[config.mk]
export PLATFORM = sky130hd
export DESIGN_NAME = add_sub_serial
export DESIGN_NICKNAME = d
export VERILOG_FILES = /design/src/rtl/add_sub_pkg.sv /design/src/rtl/add_sub_digit.sv /design/src/rtl/add_sub_serial.sv
export SDC_FILE = /design/constraint.sdc
export NUM_CORES = 1
export LEC_CHECK = 0
export ABC_CLOCK_PERIOD_IN_PS = 5100
export BUFFER_PORTS_ARGS = -buffer_cell sky130_fd_sc_hd__buf_2
export CAP_MARGIN = 5
export CORE_ASPECT_RATIO = 1.75
export CORE_MARGIN = 2
export CORE_UTILIZATION = 45
export CTS_BUF_LIST = sky130_fd_sc_hd__clkbuf_16
export DETAILED_ROUTE_END_ITERATION = 10
export GPL_ROUTABILITY_DRIVEN = 0
export PLACE_DENSITY_LB_ADDON = 0.08
export SKIP_CTS_REPAIR_TIMING = 1
export SYNTH_ARGS = -nofsm -noshare
export SYNTH_HDL_FRONTEND = slang
export SYNTH_SLANG_ARGS = --single-unit
[constraint.sdc]
create_clock -name clk -period 5.1 [get_ports clk]
set_input_delay 0.255 -clock clk [delete_from_list [all_inputs] [get_ports clk]]
set_output_delay 0.255 -clock clk [all_outputs]
set_load 0.02 [all_outputs]
[src/rtl/add_sub_pkg.sv]
// Shared types and constants for the digit-serial adder/subtractor.
package add_sub_pkg;

  typedef enum logic {
    IDLE = 1'b0,
    RUN  = 1'b1
  } state_e;

  localparam logic MODE_ADD = 1'b0;
  localparam logic MODE_SUB = 1'b1;

  // A counter always needs at least one bit, even when there is a single digit.
  function automatic int cnt_width(input int n);
    return (n > 1) ? $clog2(n) : 1;
  endfunction

endpackage

[src/rtl/add_sub_digit.sv]
// Combinational DIGIT-bit ripple slice built from per-bit full adders.
// c_msb is the carry into the slice's top bit, used for signed overflow.
module add_sub_digit #(
  parameter int DIGIT = 4
) (
  input  logic [DIGIT-1:0] a_d,
  input  logic [DIGIT-1:0] b_d,
  input  logic             c_in,
  output logic [DIGIT-1:0] s_d,
  output logic             c_out,
  output logic             c_msb
);

  logic [DIGIT:0] w_c;

  assign w_c[0] = c_in;

  for (genvar i = 0; i < DIGIT; i++) begin : g_fa
    assign s_d[i]   = a_d[i] ^ b_d[i] ^ w_c[i];
    assign w_c[i+1] = (a_d[i] & b_d[i]) | (w_c[i] & (a_d[i] ^ b_d[i]));
  end

  assign c_out = w_c[DIGIT];
  assign c_msb = w_c[DIGIT-1];

endmodule

[src/rtl/add_sub_serial.sv]
// Digit-serial adder/subtractor: DIGIT bits per clock, LSB digit first,
// start/busy/done handshake. Define ADDSUB_OVF_EN to build the signed-overflow flag.
module add_sub_serial
  import add_sub_pkg::*;
#(
  parameter int WIDTH = 16,
  parameter int DIGIT = 4
) (
  input  logic             clk,
  input  logic             rst,
  input  logic             start,
  input  logic [WIDTH-1:0] a,
  input  logic [WIDTH-1:0] b,
  input  logic             x,
  input  logic             cin,
  output logic             busy,
  output logic             done,
  output logic [WIDTH-1:0] sum,
  output logic             cout,
  output logic             ovf
);

  localparam int N     = WIDTH / DIGIT;
  localparam int CNT_W = cnt_width(N);
  localparam logic [CNT_W-1:0] LAST = CNT_W'(N - 1);

  if (DIGIT < 1 || DIGIT > WIDTH || (WIDTH % DIGIT) != 0) begin : g_bad_param
    $error("add_sub_serial: DIGIT must be in 1..WIDTH and divide WIDTH");
  end

  state_e           r_state;
  state_e           w_state_next;
  logic             w_load;
  logic             w_last;

  logic [WIDTH-1:0] r_a;
  logic [WIDTH-1:0] r_b;
  logic             r_carry;
  logic [CNT_W-1:0] r_cnt;
  logic [WIDTH-1:0] r_res;
  logic [WIDTH-1:0] r_sum;
  logic             r_cout;
  logic             r_done;

  logic [WIDTH-1:0] w_b_eff;
  logic             w_c0;
  int               w_base;
  logic [DIGIT-1:0] w_s_d;
  logic             w_c_out;
  logic             w_c_msb;
  logic [WIDTH-1:0] w_res_next;

  // Subtraction is a + ~b + 1; the borrow-in folds into the inverted carry.
  assign w_b_eff = b ^ {WIDTH{x == MODE_SUB}};
  assign w_c0    = cin ^ (x == MODE_SUB);
  assign w_base  = int'(r_cnt) * DIGIT;

  add_sub_digit #(.DIGIT(DIGIT)) u_digit (
    .a_d   (r_a[w_base +: DIGIT]),
    .b_d   (r_b[w_base +: DIGIT]),
    .c_in  (r_carry),
    .s_d   (w_s_d),
    .c_out (w_c_out),
    .c_msb (w_c_msb)
  );

  // NOTE: every signal driven here gets a default first, so no path leaves it unassigned and no latch is inferred.
  always_comb begin
    w_state_next = r_state;
    w_load       = 1'b0;
    w_last       = 1'b0;
    case (r_state)
      IDLE: begin
        if (start) begin
          w_state_next = RUN;
          w_load       = 1'b1;
        end
      end
      RUN: begin
        if (r_cnt == LAST) begin
          w_state_next = IDLE;
          w_last       = 1'b1;
        end
      end
      default: w_state_next = IDLE;
    endcase
  end

  always_comb begin
    w_res_next                   = r_res;
    w_res_next[w_base +: DIGIT]  = w_s_d;
  end

  // NOTE: sequential state uses non-blocking assignments so every register samples pre-edge values.
  always_ff @(posedge clk) begin
    if (rst) r_state <= IDLE;
    else     r_state <= w_state_next;
  end

  // NOTE: the working registers are cleared on reset too, so an aborted operation leaves nothing stale behind.
  always_ff @(posedge clk) begin
    if (rst) begin
      r_a     <= '0;
      r_b     <= '0;
      r_carry <= 1'b0;
      r_cnt   <= '0;
      r_res   <= '0;
      r_sum   <= '0;
      r_cout  <= 1'b0;
      r_done  <= 1'b0;
    end else begin
      r_done <= w_last;
      if (w_load) begin
        r_a     <= a;
        r_b     <= w_b_eff;
        r_carry <= w_c0;
        r_cnt   <= '0;
      end else if (r_state == RUN) begin
        r_res   <= w_res_next;
        r_carry <= w_c_out;
        r_cnt   <= w_last ? '0 : r_cnt + CNT_W'(1);
      end
      if (w_last) begin
        r_sum  <= w_res_next;
        r_cout <= w_c_out;
      end
    end
  end

`ifdef ADDSUB_OVF_EN
  logic r_ovf;

  // Signed overflow: carry into the MSB differs from carry out of it.
  always_ff @(posedge clk) begin
    if (rst)         r_ovf <= 1'b0;
    else if (w_last) r_ovf <= w_c_msb ^ w_c_out;
  end

  assign ovf = r_ovf;
`else
  logic w_unused_c_msb;
  assign w_unused_c_msb = w_c_msb;
  assign ovf            = 1'b0;
`endif

  assign busy = (r_state == RUN);
  assign done = r_done;
  assign sum  = r_sum;
  assign cout = r_cout;

endmodule

# Word level (Yosys, flattened, before mapping)
# Cells that the tools add are included.
[op_classes]
n_shift = 4
reduce_logical = 3
mux = 10
n_addsub = 2
n_eq_ne = 1
bitwise = 24
[op_table]
columns = ["op", "count"]
rows = [
  ["4-bit negation with 33-bit output", 1],
  ["4-bit by 33-bit variable shift with 16-bit output, first input constant", 1],
  ["4-bit by 33-bit indexed part select with 16-bit output", 1],
  ["16-bit by 5-bit indexed part select with 4-bit output", 2],
  ["16-bit bitwise mux", 1],
  ["16-bit XOR", 1],
  ["1-bit XOR", 9],
  ["1-bit bitwise AND", 8],
  ["1-bit 2-to-1 mux", 7],
  ["1-bit bitwise OR", 4],
  ["2-bit by 1-bit adder with 2-bit output, second input constant", 1],
  ["2-bit equality test, second input constant", 1],
  ["2-bit 2-to-1 mux", 1],
  ["1-bit inverter", 2],
  ["1-bit case mux with 2 select lines", 1],
  ["2-bit AND reduction", 1],
  ["2-bit nonzero test", 1],
  ["2-bit OR reduction", 1],
]
[totals]
wordCells = 53
regBits = 70

# Logic depth before layout (Yosys ltp)
[depth]
word_depth = 12
mapped_depth = 13

# Modules after synthesis
# From an unflattened synthesis, not the netlist that was laid out.
[unflattened]
cells_unflattened = 326
hier_area_um2 = 2990.4
[by_module_without_submodules]
columns = ["mod", "instances", "seq_area_each_um2", "area_each_um2", "cells_per_inst"]
rows = [
  ["add_sub_serial", 1, 1321.3, 2880.3, 314],
  ["add_sub_digit", 1, 0.0, 110.1, 12],
]

# Worst setup path after synthesis
# No wires, ideal clock.
[synth_path]
path_type = "reg2reg"
start = "reg r_cnt[0]"
end = "reg r_sum[11], in the netlist sum[11]"
t_arrival_ps = 2875
path_buffers = 2
setup_ps = 132
required_time_ps = 4968
stages_incl_launch_ff = 14
path_slack_ps = 2093
cell_sequence = "dfxtp_1 buf_4 mux4_2 inv_1 fa_1 inv_1 fa_1 inv_1 fa_1 inv_1 fa_1 buf_2 a221oi_1 nor3_1"
[synth_between]
elab_chain_len = 11
word_cells_on_any_way = 26
cone_classes = "add/sub (1); eq/ne (1); shift (4); mux (3); bitwise (17)"
[synth_lines]
columns = ["element", "line", "source"]
rows = [
  ["start, declared", "add_sub_serial.sv:39", "logic [CNT_W-1:0] r_cnt;"],
  ["start signal, assigned", "add_sub_serial.sv:121", "r_cnt <= w_last ? '0 : r_cnt + CNT_W'(1);"],
  ["16-bit by 5-bit indexed part select with 4-bit output, on equally long branches", "add_sub_serial.sv:59, add_sub_serial.sv:60", ""],
  ["1-bit XOR", "add_sub_digit.sv:19, add_sub_digit.sv:20", ""],
  ["1-bit bitwise AND", "add_sub_digit.sv:20", "assign w_c[i+1] = (a_d[i] & b_d[i]) | (w_c[i] & (a_d[i] ^ b_d[i]));"],
  ["1-bit bitwise OR", "add_sub_digit.sv:20", ""],
  ["1-bit bitwise AND", "add_sub_digit.sv:20", ""],
  ["1-bit bitwise OR", "add_sub_digit.sv:20", ""],
  ["1-bit bitwise AND", "add_sub_digit.sv:20", ""],
  ["1-bit bitwise OR", "add_sub_digit.sv:20", ""],
  ["1-bit XOR", "add_sub_digit.sv:19", "assign s_d[i] = a_d[i] ^ b_d[i] ^ w_c[i];"],
  ["4-bit by 33-bit indexed part select with 16-bit output", "add_sub_serial.sv:91", "w_res_next[w_base +: DIGIT] = w_s_d;"],
  ["16-bit bitwise mux", "add_sub_serial.sv:91", ""],
  ["end signal, assigned", "add_sub_serial.sv:124", "r_sum <= w_res_next;"],
  ["end, declared", "add_sub_serial.sv:41", "logic [WIDTH-1:0] r_sum;"],
]
# Parallel ways exist; a longest one is shown, timed or not.
# A chain may end at the register's enable or synchronous reset.

# Worst setup path after layout
[layout_path]
start = "reg r_cnt[0]"
end = "reg r_sum[7], in the netlist sum[7]"
# The elaborated chain is that of the path after synthesis.

==> qor.tcl <==
set qor(placement.cell_area_um2) 3220
set qor(cts_tree) {built}
set qor(post-route-min-period_ns) 3.45
set qor(dpl_worst_slack_ns) 1.60
set qor(regToRegEndpoint) {sum[7]}
set qor(holdPathEnd) {r_a[12]}
set qor(commonest_register_cell_after_synthesis) {dfxtp_1}
set qor(setup.worst_path.start_class) {flip-flop}
set qor(syn_area_um2) 2990
set qor(postSynthNetCount) 366
set qor(yosys.cell_types.count) 35
set qor(number_of_sinks_handled_by_clock_tree_synthesis) 66
set qor(synth-seq-cells) 66
set qor(route.antenna.remaining_nets) 0
set qor(whs_ns) 0.162
set qor(numCtsBuffers) 9
set qor(first_global_vias) 2321
set qor(fraction_of_layout_cells_with_a_size_suffix_above_1) 0.225
set qor(worstHoldPathCells) 3
set qor(io_pins) 57
set qor(timing.critical_path.slowest_cell_delay_ns) 0.81
set qor(worstHoldStart) {a[12]}
set qor(via_per_inst) 5.26
set qor(htreeDepth) 3
set qor(worstPathCellList) {mux4_2 -> inv_1 -> fa_1 -> inv_1 -> fa_1 -> inv_1 -> fa_1 -> inv_1 -> fa_1 -> a221oi_1 -> nor3_1}
set qor(cap_viol_max_count) 0
set qor(fin_area_um2) 3470
set qor(yosys.area.top_type) {dfxtp_1}
set qor(drc) 0
set qor(dr_total_vias) 2344
set qor(flow.area_growth_from_synthesis_pct) 16.1
set qor(final_min_period_over_clock_period) 0.677
set qor(worst_reg_to_reg_path_cell_count) 11
set qor(first_iter_violations) 177
set qor(r2r_start) {r_cnt[0]}
set qor(avgSynthCellArea_um2) 9.35
set qor(synth_largest_type_area_fraction) 0.442
set qor(root_buffer) {clkbuf_16}
set qor(setup_total_negative_slack_ns) 0
set qor(largest_fanout_of_any_net_on_the_critical_path) 16
set qor(setup_slack_ns) 1.65
set qor(number_of_synthesized_flops_with_an_enable_pin) 0
set qor(worst_skew_pair.late_latency_ns) 0.33
set qor(clk_path_buf_depth) 2
set qor(final_hold_violating_endpoints) 0
set qor(run_status) {finished, final reports clean}
set qor(fin_worst_skew_ns) 0.00601
set qor(timing.max_slew.rel_slack) 0.220
set qor(grt_first_pass_wirelength_um) 10800
set qor(worst-endpoint-arrival_ns) 3.64
set qor(core_area_um2) 6490
set qor(numPortBuffers) 55
set qor(yosys_warnings) 0
set qor(placed_instance_count) 430
set qor(tightest_slew_ns) 1.15
set qor(detailed_place_hpwl_um) 4500
set qor(finalNetCount) 405
set qor(rows) 39
set qor(finalNonFillerCells) 446
set qor(timing_max_transition_violations_final) 0
set qor(util_after_layout) 0.535
set qor(synth_cells) 320
set qor(first_pass_iters) 4
set qor(worst_vdd_drop_uv) 207
set qor(die_w_um) 65.6
set qor(crit_slowest_cell) {dfxtp_1}
set qor(timing.critical_path.to_type) {flip-flop}
set qor(grt_start_max_net_pins) 65
set qor(grt_util_all_layers) 0.194
set qor(synthArstFlopShare) 0
set qor(fmaxAchievable_mhz) 289
set qor(initial_cell_density_of_the_core) 0.461
set qor(critPathTopFamily) {adder cells}
set qor(worst_setup_hold_path_clk_slew_ns) 0.05
set qor(design.die.area_um2) 7340
set qor(grt_setup_unrepaired) {false}
set qor(detail_route.wirelength_um) 6270
set qor(antenna_violations_before_repair) 0
set qor(post-layout-total-power_mw) 1.22
set qor(register_area_share_after_synthesis) 0.442
set qor(n_antenna_cell) 0
set qor(worst_hold_path_type) {in2reg}
set qor(power.static_leakage_nw) 1.44
set qor(required_ns) 5.29
set qor(reg2reg_setup_slack_ns) 1.65
set qor(synth_area_leaders) {dfxtp_1, mux4_2, nor2_1}
set qor(globalRouteOverflowTotal) 0
set qor(floorplan.die.height_um) 112
set qor(power_density_nw_per_um2) 352
set qor(number_of_buffers_and_inverters_on_the_critical_path) 4
set qor(timing.final.setup_violations) 0
set qor(timing.setup.critical_path_class) {reg2reg}
set qor(avgRoutedWirePerCell_um) 14.1
## Yosys cell counts, drive strengths merged (5+ instances only)
cell type,number
clkbuf,6
a22oi,6
nor2,47
a221oi,12
buf,23
ha,5
a21oi,19
dfxtp,66
nand2,40
xnor2,17
a32oi,6
mux4,8
nor3,13
inv,15
a211oi,16
## where the power goes
part	switching, mW	internal, mW	leakage, nW
clock network	0.206	0.318	0.140
logic	0.0808	0.0601	0.760
registers	0.0198	0.539	0.539
## metal layers
| layer | vias up | wire length, um | GRT usage |
|---|---|---|---|
| met5 | - | 0 | 0 |
| met4 | 0 | 161 | 0.0931 |
| li1 | 1187 | - | - |
| met2 | 49 | 3450 | 0.339 |
| met3 | 12 | 221 | 0.0444 |
| met1 | 1096 | 2440 | 0.214 |
## worst max path at each step
stage | startpoint | end | slack, ns | cells after the start
2_1_floorplan | r_cnt[0] | sum[11] | 2.09 | 13
3_3_place_gp | r_cnt[0] | sum[11] | 1.68 | 11
3_5_place_dp | r_cnt[0] | sum[7] | 1.60 | 11
4_1_cts | r_cnt[0] | sum[7] | 1.59 | 11
5_1_grt | r_cnt[0] | sum[3] | 1.36 | 11
6_report | r_cnt[0] | sum[7] | 1.65 | 11
## state kept, by name (all words and copies together), names as in the netlist
name     count
sum         16
r_cnt        2
r_res       12
r_a         16
busy         1
done         1
r_b         16
cout         1
r_carry      1
## layout by cell type, fill, tap and decap left out, drive strengths merged, types with 3 or more instances in the layout
cell and instances:
a211oi 16, nand2 40, buf 57, inv 18, a21oi 19, nor3 13, a221oi 12, a22oi 6
fa 4, clkbuf 9, nor2b 3, dfxtp 66, a22o 4, clkinv 4, a32oi 6, xnor2 17
nor2 47, mux4 8, ha 5
## tightest hold or removal path, cell delays in order
cell	delay, ns
buf_2	0.10
nand2_1	0.04
a21oi_1	0.05
## logic make-up (layout without fill, tap and decap cells)
| logic type | count (synthesis) | after routing | share of synthesized area |
|---|---|---|---|
| compound gates | 65 | 65 | 0.158 |
| fa+ha+maj | 9 | 9 | 0.0477 |
| other cells | 1 | 1 | 0.00125 |
| flops | 66 | 66 | 0.442 |
| simple gates | 110 | 110 | 0.167 |
| buf+inv | 44 | 88 | 0.0749 |
| mux | 8 | 8 | 0.0602 |
| xor+xnor | 17 | 17 | 0.0498 |
## area by class of cell
| class | count | area, um2 |
|---|---|---|
| Sequential cell | 66 | 1320 |
| Timing Repair Buffer | 57 | 290 |
| Clock buffer | 9 | 225 |
| Multi-Input combinational cell | 210 | 1450 |
| Clock inverter | 7 | 30.0 |
| Inverter | 15 | 56.3 |
| Tap cell | 82 | 103 |
| Fill cell | 657 | 3020 |
No activity file was read; power rests on OpenSTA's default activity.
